<file path="src/rtl/noc_intr_pkt_gen_pkg.sv">
// Shared constants for the interrupt-packet generator: flit-1 field layout,
// broadcast ID, descriptor geometry and serialiser state encoding.
package noc_intr_pkg;

    // Header flit layout (64-bit NoC header, fields above bit 13)
    localparam int MSG_DST_X_HI  = 49;
    localparam int MSG_DST_X_LO  = 42;
    localparam int MSG_DST_Y_HI  = 41;
    localparam int MSG_DST_Y_LO  = 34;
    localparam int NOC_FBITS_HI  = 33;
    localparam int NOC_FBITS_LO  = 30;
    localparam int MSG_LENGTH_HI = 29;
    localparam int MSG_LENGTH_LO = 22;
    localparam int MSG_TYPE_HI   = 21;
    localparam int MSG_TYPE_LO   = 14;
    localparam int MSG_DST_X_W   = MSG_DST_X_HI - MSG_DST_X_LO + 1;
    localparam int MSG_DST_Y_W   = MSG_DST_Y_HI - MSG_DST_Y_LO + 1;

    localparam logic [3:0] NOC_FBITS_L1       = 4'b0000;
    localparam logic [7:0] MSG_TYPE_INTERRUPT = 8'd60;
    localparam logic [7:0] INTR_MSG_LENGTH    = 8'd1;

    localparam logic [63:0] INTR_BCAST_ID = '1;

    // Descriptor = {tileid, payload, vec}
    localparam int DESC_PAYLOAD_W = 48;
    localparam int DESC_VEC_W     = 9;
    localparam int DESC_EXTRA_W   = DESC_PAYLOAD_W + DESC_VEC_W;

    typedef enum logic [1:0] {
        ST_IDLE = 2'd0,
        ST_HDR  = 2'd1,
        ST_BODY = 2'd2
    } intr_state_e;

    function automatic int desc_width(input int tileid_w);
        return tileid_w + DESC_EXTRA_W;
    endfunction

endpackage

</file>
<file path="src/rtl/noc_intr_pkt_gen_if.sv">
// Request and NoC-injection signals of the interrupt-packet generator.
// The slave modport is the generator's view, master is the environment's.
interface noc_intr_pkt_gen_if #(
    parameter int NOC_DATA_WIDTH = 64,
    parameter int TILEID_WIDTH   = 32,
    parameter int FIFO_DEPTH     = 8
);
    logic                          req_val;
    logic                          req_rdy;
    logic [TILEID_WIDTH-1:0]       req_tileid;
    logic [47:0]                   req_payload;
    logic [8:0]                    req_vec;
    logic                          noc_out_val;
    logic                          noc_out_rdy;
    logic [NOC_DATA_WIDTH-1:0]     noc_out_data;
    logic                          err_bad_tile;
    logic [7:0]                    drop_cnt;
    logic [$clog2(FIFO_DEPTH):0]   occupancy;

    modport master (
        output req_val, req_tileid, req_payload, req_vec, noc_out_rdy,
        input  req_rdy, noc_out_val, noc_out_data, err_bad_tile, drop_cnt, occupancy
    );

    modport slave (
        input  req_val, req_tileid, req_payload, req_vec, noc_out_rdy,
        output req_rdy, noc_out_val, noc_out_data, err_bad_tile, drop_cnt, occupancy
    );
endinterface

</file>
<file path="src/rtl/noc_intr_pkt_gen_fifo.sv">
// Descriptor FIFO with wrap-bit pointers; exposes the head entry and a peek
// at the upper PEEK_W bits of the entry behind it.
module intr_req_fifo #(
    parameter int WIDTH  = 89,
    parameter int DEPTH  = 8,
    parameter int PEEK_W = 32
) (
    input  logic                   clk,
    input  logic                   rst,
    input  logic                   push,
    input  logic [WIDTH-1:0]       wr_data,
    input  logic                   pop,
    output logic [WIDTH-1:0]       rd_data,
    output logic [PEEK_W-1:0]      rd_peek_nxt,
    output logic                   full,
    output logic                   empty,
    output logic [$clog2(DEPTH):0] count
);
    localparam int AW = $clog2(DEPTH);
    localparam logic [AW:0]   PTR_ONE = 1;
    localparam logic [AW-1:0] IDX_ONE = 1;

    logic [AW:0]      wr_ptr;
    logic [AW:0]      rd_ptr;
    logic [AW-1:0]    rd_idx_nxt;
    logic [WIDTH-1:0] mem [DEPTH];

    always_ff @(posedge clk or posedge rst) begin
        if (rst) begin
            wr_ptr <= '0;
            rd_ptr <= '0;
        end else begin
            if (push && !full)
                wr_ptr <= wr_ptr + PTR_ONE;
            if (pop && !empty)
                rd_ptr <= rd_ptr + PTR_ONE;
        end
    end

    // Storage carries no reset; only entries between the pointers are ever read
    always_ff @(posedge clk) begin
        if (push && !full)
            mem[wr_ptr[AW-1:0]] <= wr_data;
    end

    assign count       = wr_ptr - rd_ptr;
    assign empty       = (wr_ptr == rd_ptr);
    assign full        = (wr_ptr[AW] != rd_ptr[AW]) && (wr_ptr[AW-1:0] == rd_ptr[AW-1:0]);
    assign rd_data     = mem[rd_ptr[AW-1:0]];
    assign rd_idx_nxt  = rd_ptr[AW-1:0] + IDX_ONE;
    assign rd_peek_nxt = mem[rd_idx_nxt][WIDTH-1 -: PEEK_W];

endmodule

</file>
<file path="src/rtl/noc_intr_pkt_gen.sv">
// Interrupt-packet generator: buffers requests and serialises each into a
// two-flit interrupt packet; an all-ones tile ID fans out to every tile.
module noc_intr_pkt_gen
    import noc_intr_pkg::*;
#(
    parameter int NOC_DATA_WIDTH = 64,
    parameter int NOC_X_WIDTH    = 8,
    parameter int NOC_Y_WIDTH    = 8,
    parameter int NUM_TILES_X    = 4,
    parameter int NUM_TILES_Y    = 4,
    parameter int TILEID_WIDTH   = 32,
    parameter int FIFO_DEPTH     = 8
) (
    input  logic                 clk,
    input  logic                 rst,
    noc_intr_pkt_gen_if.slave    bus
);
    localparam int NUM_TILES = NUM_TILES_X * NUM_TILES_Y;
    localparam int TC_W      = (NUM_TILES > 1) ? $clog2(NUM_TILES) : 1;
    localparam int DESC_W    = desc_width(TILEID_WIDTH);
    localparam int CNT_W     = $clog2(FIFO_DEPTH) + 1;

    localparam logic [TILEID_WIDTH-1:0] BCAST_ID  = INTR_BCAST_ID[TILEID_WIDTH-1:0];
    localparam logic [TILEID_WIDTH-1:0] TILE_LIM  = TILEID_WIDTH'(NUM_TILES);
    localparam logic [TC_W-1:0]         TC_LAST   = TC_W'(NUM_TILES - 1);
    localparam logic [TC_W-1:0]         TC_ONE    = 1;
    localparam logic [CNT_W-1:0]        CNT_ONE   = 1;

    logic                      req_fire;
    logic                      req_bcast;
    logic                      req_ok;
    logic                      push;
    logic                      pop;
    logic [DESC_W-1:0]         wr_desc;
    logic [DESC_W-1:0]         head;
    logic [TILEID_WIDTH-1:0]   head_nxt_tileid;
    logic [TILEID_WIDTH-1:0]   head_tileid;
    logic [DESC_PAYLOAD_W-1:0] head_payload;
    logic [DESC_VEC_W-1:0]     head_vec;
    logic                      head_bcast;
    logic                      fifo_full;
    logic                      fifo_empty;
    logic [CNT_W-1:0]          fifo_count;

    intr_state_e               state_q, state_d;
    logic [TC_W-1:0]           tc_q, tc_d;

    logic [NOC_X_WIDTH-1:0]    dst_x;
    logic [NOC_Y_WIDTH-1:0]    dst_y;
    logic [31:0]               tc_ext;
    logic [NOC_DATA_WIDTH-1:0] flit1;
    logic [NOC_DATA_WIDTH-1:0] flit2;

    logic                      err_q;
    logic [7:0]                drop_q;

    function automatic logic [TC_W-1:0] start_tc(input logic [TILEID_WIDTH-1:0] id);
        if (id == BCAST_ID)
            return '0;
        return TC_W'(id);
    endfunction

    assign req_fire  = bus.req_val && bus.req_rdy;
    assign req_bcast = (bus.req_tileid == BCAST_ID);
    assign req_ok    = req_bcast || (bus.req_tileid < TILE_LIM);
    assign push      = req_fire && req_ok;
    assign wr_desc   = {bus.req_tileid, bus.req_payload, bus.req_vec};

    assign bus.req_rdy   = !fifo_full;
    assign bus.occupancy = fifo_count;

    intr_req_fifo #(
        .WIDTH  (DESC_W),
        .DEPTH  (FIFO_DEPTH),
        .PEEK_W (TILEID_WIDTH)
    ) u_fifo (
        .clk         (clk),
        .rst         (rst),
        .push        (push),
        .wr_data     (wr_desc),
        .pop         (pop),
        .rd_data     (head),
        .rd_peek_nxt (head_nxt_tileid),
        .full        (fifo_full),
        .empty       (fifo_empty),
        .count       (fifo_count)
    );

    assign head_tileid  = head[DESC_W-1:DESC_EXTRA_W];
    assign head_payload = head[DESC_EXTRA_W-1:DESC_VEC_W];
    assign head_vec     = head[DESC_VEC_W-1:0];
    assign head_bcast   = (head_tileid == BCAST_ID);

    always_ff @(posedge clk or posedge rst) begin
        if (rst) begin
            state_q <= ST_IDLE;
            tc_q    <= '0;
        end else begin
            state_q <= state_d;
            tc_q    <= tc_d;
        end
    end

    // A request arriving into an empty FIFO is picked up from the write port
    // so its header appears the very next cycle; the same trick avoids a
    // bubble when the last entry is popped while a new one is written.
    always_comb begin
        state_d = state_q;
        tc_d    = tc_q;
        pop     = 1'b0;
        case (state_q)
            ST_IDLE: begin
                if (!fifo_empty) begin
                    state_d = ST_HDR;
                    tc_d    = start_tc(head_tileid);
                end else if (push) begin
                    state_d = ST_HDR;
                    tc_d    = start_tc(bus.req_tileid);
                end
            end
            ST_HDR: begin
                if (bus.noc_out_rdy)
                    state_d = ST_BODY;
            end
            ST_BODY: begin
                if (bus.noc_out_rdy) begin
                    if (head_bcast && (tc_q != TC_LAST)) begin
                        tc_d    = tc_q + TC_ONE;
                        state_d = ST_HDR;
                    end else begin
                        pop = 1'b1;
                        if (fifo_count > CNT_ONE) begin
                            state_d = ST_HDR;
                            tc_d    = start_tc(head_nxt_tileid);
                        end else if (push) begin
                            state_d = ST_HDR;
                            tc_d    = start_tc(bus.req_tileid);
                        end else begin
                            state_d = ST_IDLE;
                        end
                    end
                end
            end
            default: state_d = ST_IDLE;
        endcase
    end

    assign tc_ext = 32'(tc_q);
    assign dst_x  = NOC_X_WIDTH'(tc_ext % NUM_TILES_X);
    assign dst_y  = NOC_Y_WIDTH'(tc_ext / NUM_TILES_X);

    always_comb begin
        flit1 = '0;
        flit1[MSG_DST_X_HI:MSG_DST_X_LO]   = MSG_DST_X_W'(dst_x);
        flit1[MSG_DST_Y_HI:MSG_DST_Y_LO]   = MSG_DST_Y_W'(dst_y);
        flit1[NOC_FBITS_HI:NOC_FBITS_LO]   = NOC_FBITS_L1;
        flit1[MSG_LENGTH_HI:MSG_LENGTH_LO] = INTR_MSG_LENGTH;
        flit1[MSG_TYPE_HI:MSG_TYPE_LO]     = MSG_TYPE_INTERRUPT;
    end

    always_comb begin
        flit2       = '0;
        flit2[63:0] = {head_payload, 7'b0, head_vec};
    end

    // Outputs depend only on registered state, so they hold during a stall
    always_comb begin
        bus.noc_out_val  = 1'b0;
        bus.noc_out_data = '0;
        case (state_q)
            ST_HDR: begin
                bus.noc_out_val  = 1'b1;
                bus.noc_out_data = flit1;
            end
            ST_BODY: begin
                bus.noc_out_val  = 1'b1;
                bus.noc_out_data = flit2;
            end
            default: ;
        endcase
    end

    always_ff @(posedge clk or posedge rst) begin
        if (rst) begin
            err_q  <= 1'b0;
            drop_q <= '0;
        end else if (req_fire && !req_ok) begin
            err_q <= 1'b1;
            if (drop_q != 8'hFF)
                drop_q <= drop_q + 8'd1;
        end
    end

    assign bus.err_bad_tile = err_q;
    assign bus.drop_cnt     = drop_q;

endmodule

</file>
<file path="src/flat_wrapper.sv">
// flat-port wrapper written by rule: the top's interface ports become plain ports
module noc_intr_pkt_gen_flat import noc_intr_pkg::*;
#(
    parameter int NOC_DATA_WIDTH = 64,
    parameter int NOC_X_WIDTH    = 8,
    parameter int NOC_Y_WIDTH    = 8,
    parameter int NUM_TILES_X    = 4,
    parameter int NUM_TILES_Y    = 4,
    parameter int TILEID_WIDTH   = 32,
    parameter int FIFO_DEPTH     = 8
)
  (clk, rst, bus_req_val, bus_req_tileid, bus_req_payload, bus_req_vec, bus_noc_out_rdy, bus_req_rdy, bus_noc_out_val, bus_noc_out_data, bus_err_bad_tile, bus_drop_cnt, bus_occupancy);
  noc_intr_pkt_gen_if #(.NOC_DATA_WIDTH(NOC_DATA_WIDTH), .TILEID_WIDTH(TILEID_WIDTH), .FIFO_DEPTH(FIFO_DEPTH)) bus_i ();
  input  logic clk;
  input  logic rst;
  input wire logic [$bits(bus_i.req_val)-1:0] bus_req_val;
  input wire logic [$bits(bus_i.req_tileid)-1:0] bus_req_tileid;
  input wire logic [$bits(bus_i.req_payload)-1:0] bus_req_payload;
  input wire logic [$bits(bus_i.req_vec)-1:0] bus_req_vec;
  input wire logic [$bits(bus_i.noc_out_rdy)-1:0] bus_noc_out_rdy;
  output wire logic [$bits(bus_i.req_rdy)-1:0] bus_req_rdy;
  output wire logic [$bits(bus_i.noc_out_val)-1:0] bus_noc_out_val;
  output wire logic [$bits(bus_i.noc_out_data)-1:0] bus_noc_out_data;
  output wire logic [$bits(bus_i.err_bad_tile)-1:0] bus_err_bad_tile;
  output wire logic [$bits(bus_i.drop_cnt)-1:0] bus_drop_cnt;
  output wire logic [$bits(bus_i.occupancy)-1:0] bus_occupancy;
  assign bus_i.req_val = bus_req_val;
  assign bus_i.req_tileid = bus_req_tileid;
  assign bus_i.req_payload = bus_req_payload;
  assign bus_i.req_vec = bus_req_vec;
  assign bus_i.noc_out_rdy = bus_noc_out_rdy;
  assign bus_req_rdy = bus_i.req_rdy;
  assign bus_noc_out_val = bus_i.noc_out_val;
  assign bus_noc_out_data = bus_i.noc_out_data;
  assign bus_err_bad_tile = bus_i.err_bad_tile;
  assign bus_drop_cnt = bus_i.drop_cnt;
  assign bus_occupancy = bus_i.occupancy;
  noc_intr_pkt_gen #(.NOC_DATA_WIDTH(NOC_DATA_WIDTH), .NOC_X_WIDTH(NOC_X_WIDTH), .NOC_Y_WIDTH(NOC_Y_WIDTH), .NUM_TILES_X(NUM_TILES_X), .NUM_TILES_Y(NUM_TILES_Y), .TILEID_WIDTH(TILEID_WIDTH), .FIFO_DEPTH(FIFO_DEPTH)) u_core (.clk(clk), .rst(rst), .bus(bus_i));
endmodule
</file>
<file path="config.mk">
export PLATFORM = sky130hd
export DESIGN_NAME = noc_intr_pkt_gen_flat
export DESIGN_NICKNAME = d
export VERILOG_FILES = /design/src/rtl/noc_intr_pkt_gen_pkg.sv /design/src/rtl/noc_intr_pkt_gen_if.sv /design/src/rtl/noc_intr_pkt_gen_fifo.sv /design/src/rtl/noc_intr_pkt_gen.sv /design/src/flat_wrapper.sv
export SDC_FILE = /design/constraint.sdc
export NUM_CORES = 1
export LEC_CHECK = 0
export BUFFER_PORTS_ARGS = -buffer_cell sky130_fd_sc_hd__buf_2
export CORE_MARGIN = 3
export CORE_UTILIZATION = 60
export CTS_CLUSTER_SIZE = 28
export DETAILED_ROUTE_END_ITERATION = 7
export PLACE_DENSITY_LB_ADDON = 0.08
export SLEW_MARGIN = 20
export SYNTH_ARGS = -nofsm -noshare
export SYNTH_HDL_FRONTEND = slang
export SYNTH_SLANG_ARGS = --single-unit
</file>
<file path="constraint.sdc">
create_clock -name clk -period 17.27 [get_ports clk]
set_input_delay 0.8635 -clock clk [delete_from_list [all_inputs] [get_ports clk]]
set_output_delay 0.8635 -clock clk [all_outputs]
set_load 0.02 [all_outputs]
</file>
==> summary.txt <==
Max Fanout on Critical Path: 59
Slew Limit Fails: 0
DRT antenna net count: 0
vias: 14400
register area share after synthesis: 0.7793
syn_area_per_cell: 19.53 sq um
final setup margin: 12.28 ns
row count: 78
mux cell area share after synthesis: 0.1114
share of the synthesized area in the top cell type: 0.7588
Synth Flop Type: edfxtp_1
area growth from synthesis to layout: 13.62%
Filler Cell Count: 2905
Layout Nets: 1756
Synth Area in Compound Gates: 0.02767
worst-margin pin slew: 1.091 ns
Power Dens Cells: 143.6 nW/um^2
vias in the first global route: 14620
CTS H-Tree Depth: 3
Post-CTS Setup Bufs: 0
HP Class: in -> async
Final Core Density: 0.6979
final setup TNS: 0 ns
final wirelength: 59350 microns
most frequent cells after synthesis: edfxtp_1, nand2_1, mux4_2
Worst slew margin: 0.2729
# IOs: 172
DP HPWL: 34290 microns
1st-pass router iterations: 6
startpoint types: register
Bufs on Longest Clock Path: 3
setup violators final: 0
Final Cycle Share: 0.2890
RSZ-0062 raised after global routing: false
# port buffers: 164
first-pass GRT wire length: 89900 microns
clock tree root buffer cell: clkbuf_16
Syn Std Cell Area: 28180 sq um
max-cap viol count: 0
FF+latch area: 21970 sq um
number of antenna violations at the first check in global routing: 6
# placed instances: 2173
crit path cell chain: inv_1 -> ha_1 -> nand3_1 -> nand2b_1 -> nand2_1 -> nor2_1 -> nand2_1 -> nor2_4 -> buf_4
yosys warns: 0
largest net degree at the start of global routing: 75
Final Cell Area: 32010 sq um
Multi-input gate area: 5889 sq um
Placer Congestion: 0.8882
initial core utilization: 0.6143
delay-heaviest family, CP: simple AND/OR/NAND/NOR gates
Max Fclk: 200.3 MHz
Synth Area in Adders: 0.006039
CP max stage cell: dfrtp_4
main combinational cell family by area after synthesis: multiplexers
Critical Path AT: 5.21 ns
CTS tree: done
Iter 0 DRT Violations: 1519
worst vdd ir: 0.1213 mV
CP required: 17.49 ns
post-placement cell area: 29680 sq um
post_cts resized: 0
Routed WL per cell: 25.71 microns
outcome: finished clean
post-synthesis simple-gate area fraction: 0.05600
clock sinks: 735
Die ar.: 49600 sq um
vias per inst: 6.237
total gr overflow: 0
Syn Inst Count: 1443
CTS clk-pin slew, worst paths: 0.06 ns
synthesized flop and latch total: 735
gr usage total: 0.2422
Synth area leaders: edfxtp_1, mux4_2, dfrtp_1
total power: 4.597 mW
leakage power: 10.53 nW
worst stage delay on the critical path: 0.94 ns
Core ar.: 45870 sq um
area leader, netlist: edfxtp_1
Crit Path Class: reg -> reg
Min Hold Slack: 0.4645 ns
Buf/Inv on CP: 2
CTS hold repair buffers: 0
CTS buffer count: 73
Clock Latency Late Sink: 0.61 ns
cell with the most instances after synthesis: edfxtp_1
Cell Count, Final, Fillers Out: 2308
Synth Area in XOR/XNOR: 0.005284
Setup crit end kind: register
Hold Fails Final Rpt: 0
most used cell, CP: nand2_1
Netlist cell types: 66
DIE WIDTH: 222.7 microns
chip height: 222.7 microns
EDFF count, synth: 712
share of layout cells above drive strength 1: 0.2617
Async SR Flop Fraction: 0.03129
Min Clock Period, post-route: 4.992 ns
drc violations: 0
pre-CTS setup slack: 12.00 ns
clk_skew: 0.02493 ns
layout make-up:
type	count	share of cell area
Timing Repair Buffer	191	0.03322
Inverter	18	0.002111
Tap cell	600	0.02345
Sequential cell	735	0.6862
Clock inverter	39	0.01102
Clock buffer	90	0.05968
Multi-Input combinational cell	631	0.1840
Antenna cell	4	0.0003127
logic make-up after synthesis:
logic type | after synthesis
xor+xnor | 17
fa+ha+maj | 13
mux | 148
flops | 735
simple gates | 322
buf+inv | 83
other cells | 1
compound gates | 124
final timing paths:
kind | cells after the start | slack (ns) | start | to
worst max-delay path | 9 | 12.28 | u_core.u_fifo.rd_ptr[1]$_DFFE_PP0P_ | u_core.u_fifo.mem[6][64]$_DFFE_PP_
worst min-delay path | 2 | 0.46 | rst | u_core.tc_q[0]$_DFFE_PP0P_
worst max register to register | 9 | 12.28 | u_core.u_fifo.rd_ptr[1]$_DFFE_PP0P_ | u_core.u_fifo.mem[6][64]$_DFFE_PP_
worst min register to register | 1 | 0.48 | u_core.u_fifo.wr_ptr[3]$_DFFE_PP0P_ | u_core.u_fifo.wr_ptr[3]$_DFFE_PP0P_
max in group asynchronous | 2 | 16.12 | rst | u_core.u_fifo.rd_ptr[1]$_DFFE_PP0P_
min in group clk | 1 | 0.48 | u_core.u_fifo.wr_ptr[3]$_DFFE_PP0P_ | u_core.u_fifo.wr_ptr[3]$_DFFE_PP0P_
report_power, final:
part           switching (mW)  total (mW)  internal, mW
Clock                   0.630        1.51         0.876
Combinational           0.569        1.02         0.454
Sequential             0.0933        2.07          1.98
Total                    1.29        4.60          3.31
sequential cells by signal, summed over array words and instances, names as in the netlist:
name	count
u_core.u_fifo.rd_ptr	4
u_core.bus.drop_cnt	8
u_core.state_q	2
u_core.u_fifo.mem	712
u_core.tc_q	4
u_core.bus.err_bad_tile	1
u_core.u_fifo.wr_ptr	4
routing by layer:
metal / GRT usage / vias to the layer above / wire length (microns) / part of all wire
met5: 0 / - / 9 / 0.00015
met4: 0.08368 / 2 / 1929 / 0.033
met3: 0.05298 / 133 / 4302 / 0.072
met2: 0.3703 / 596 / 28060 / 0.47
met1: 0.3545 / 7348 / 25040 / 0.42
li1: - / 6316 / - / -
cells in the final DEF (no fill, tap or decap), types with 4 or more instances in the layout:
cell type and n:
nand3_1 22, ha_1 12, and3_1 4, clkbuf_16 73, mux2i_1 14, xor2_1 6, o21a_1 5, bufinv_16 6
inv_1 15, nor4_1 29, nor2_1 21, dfrtp_1 20, xnor2_1 11, o22ai_1 6, and2_1 6, clkinv_2 15
clkbuf_1 15, a22oi_1 5, buf_2 164, diode_2 4, nor3_2 4, mux4_1 4, o32ai_1 5, clkinv_1 15
a21oi_1 57, edfxtp_1 712, mux4_2 127, o211ai_1 4, or2_2 4, buf_4 25, o21ai_0 16, nand4_1 61
nand2_1 141, nor3_1 13, conb_1 7
No activity file was read; power rests on OpenSTA's default activity.
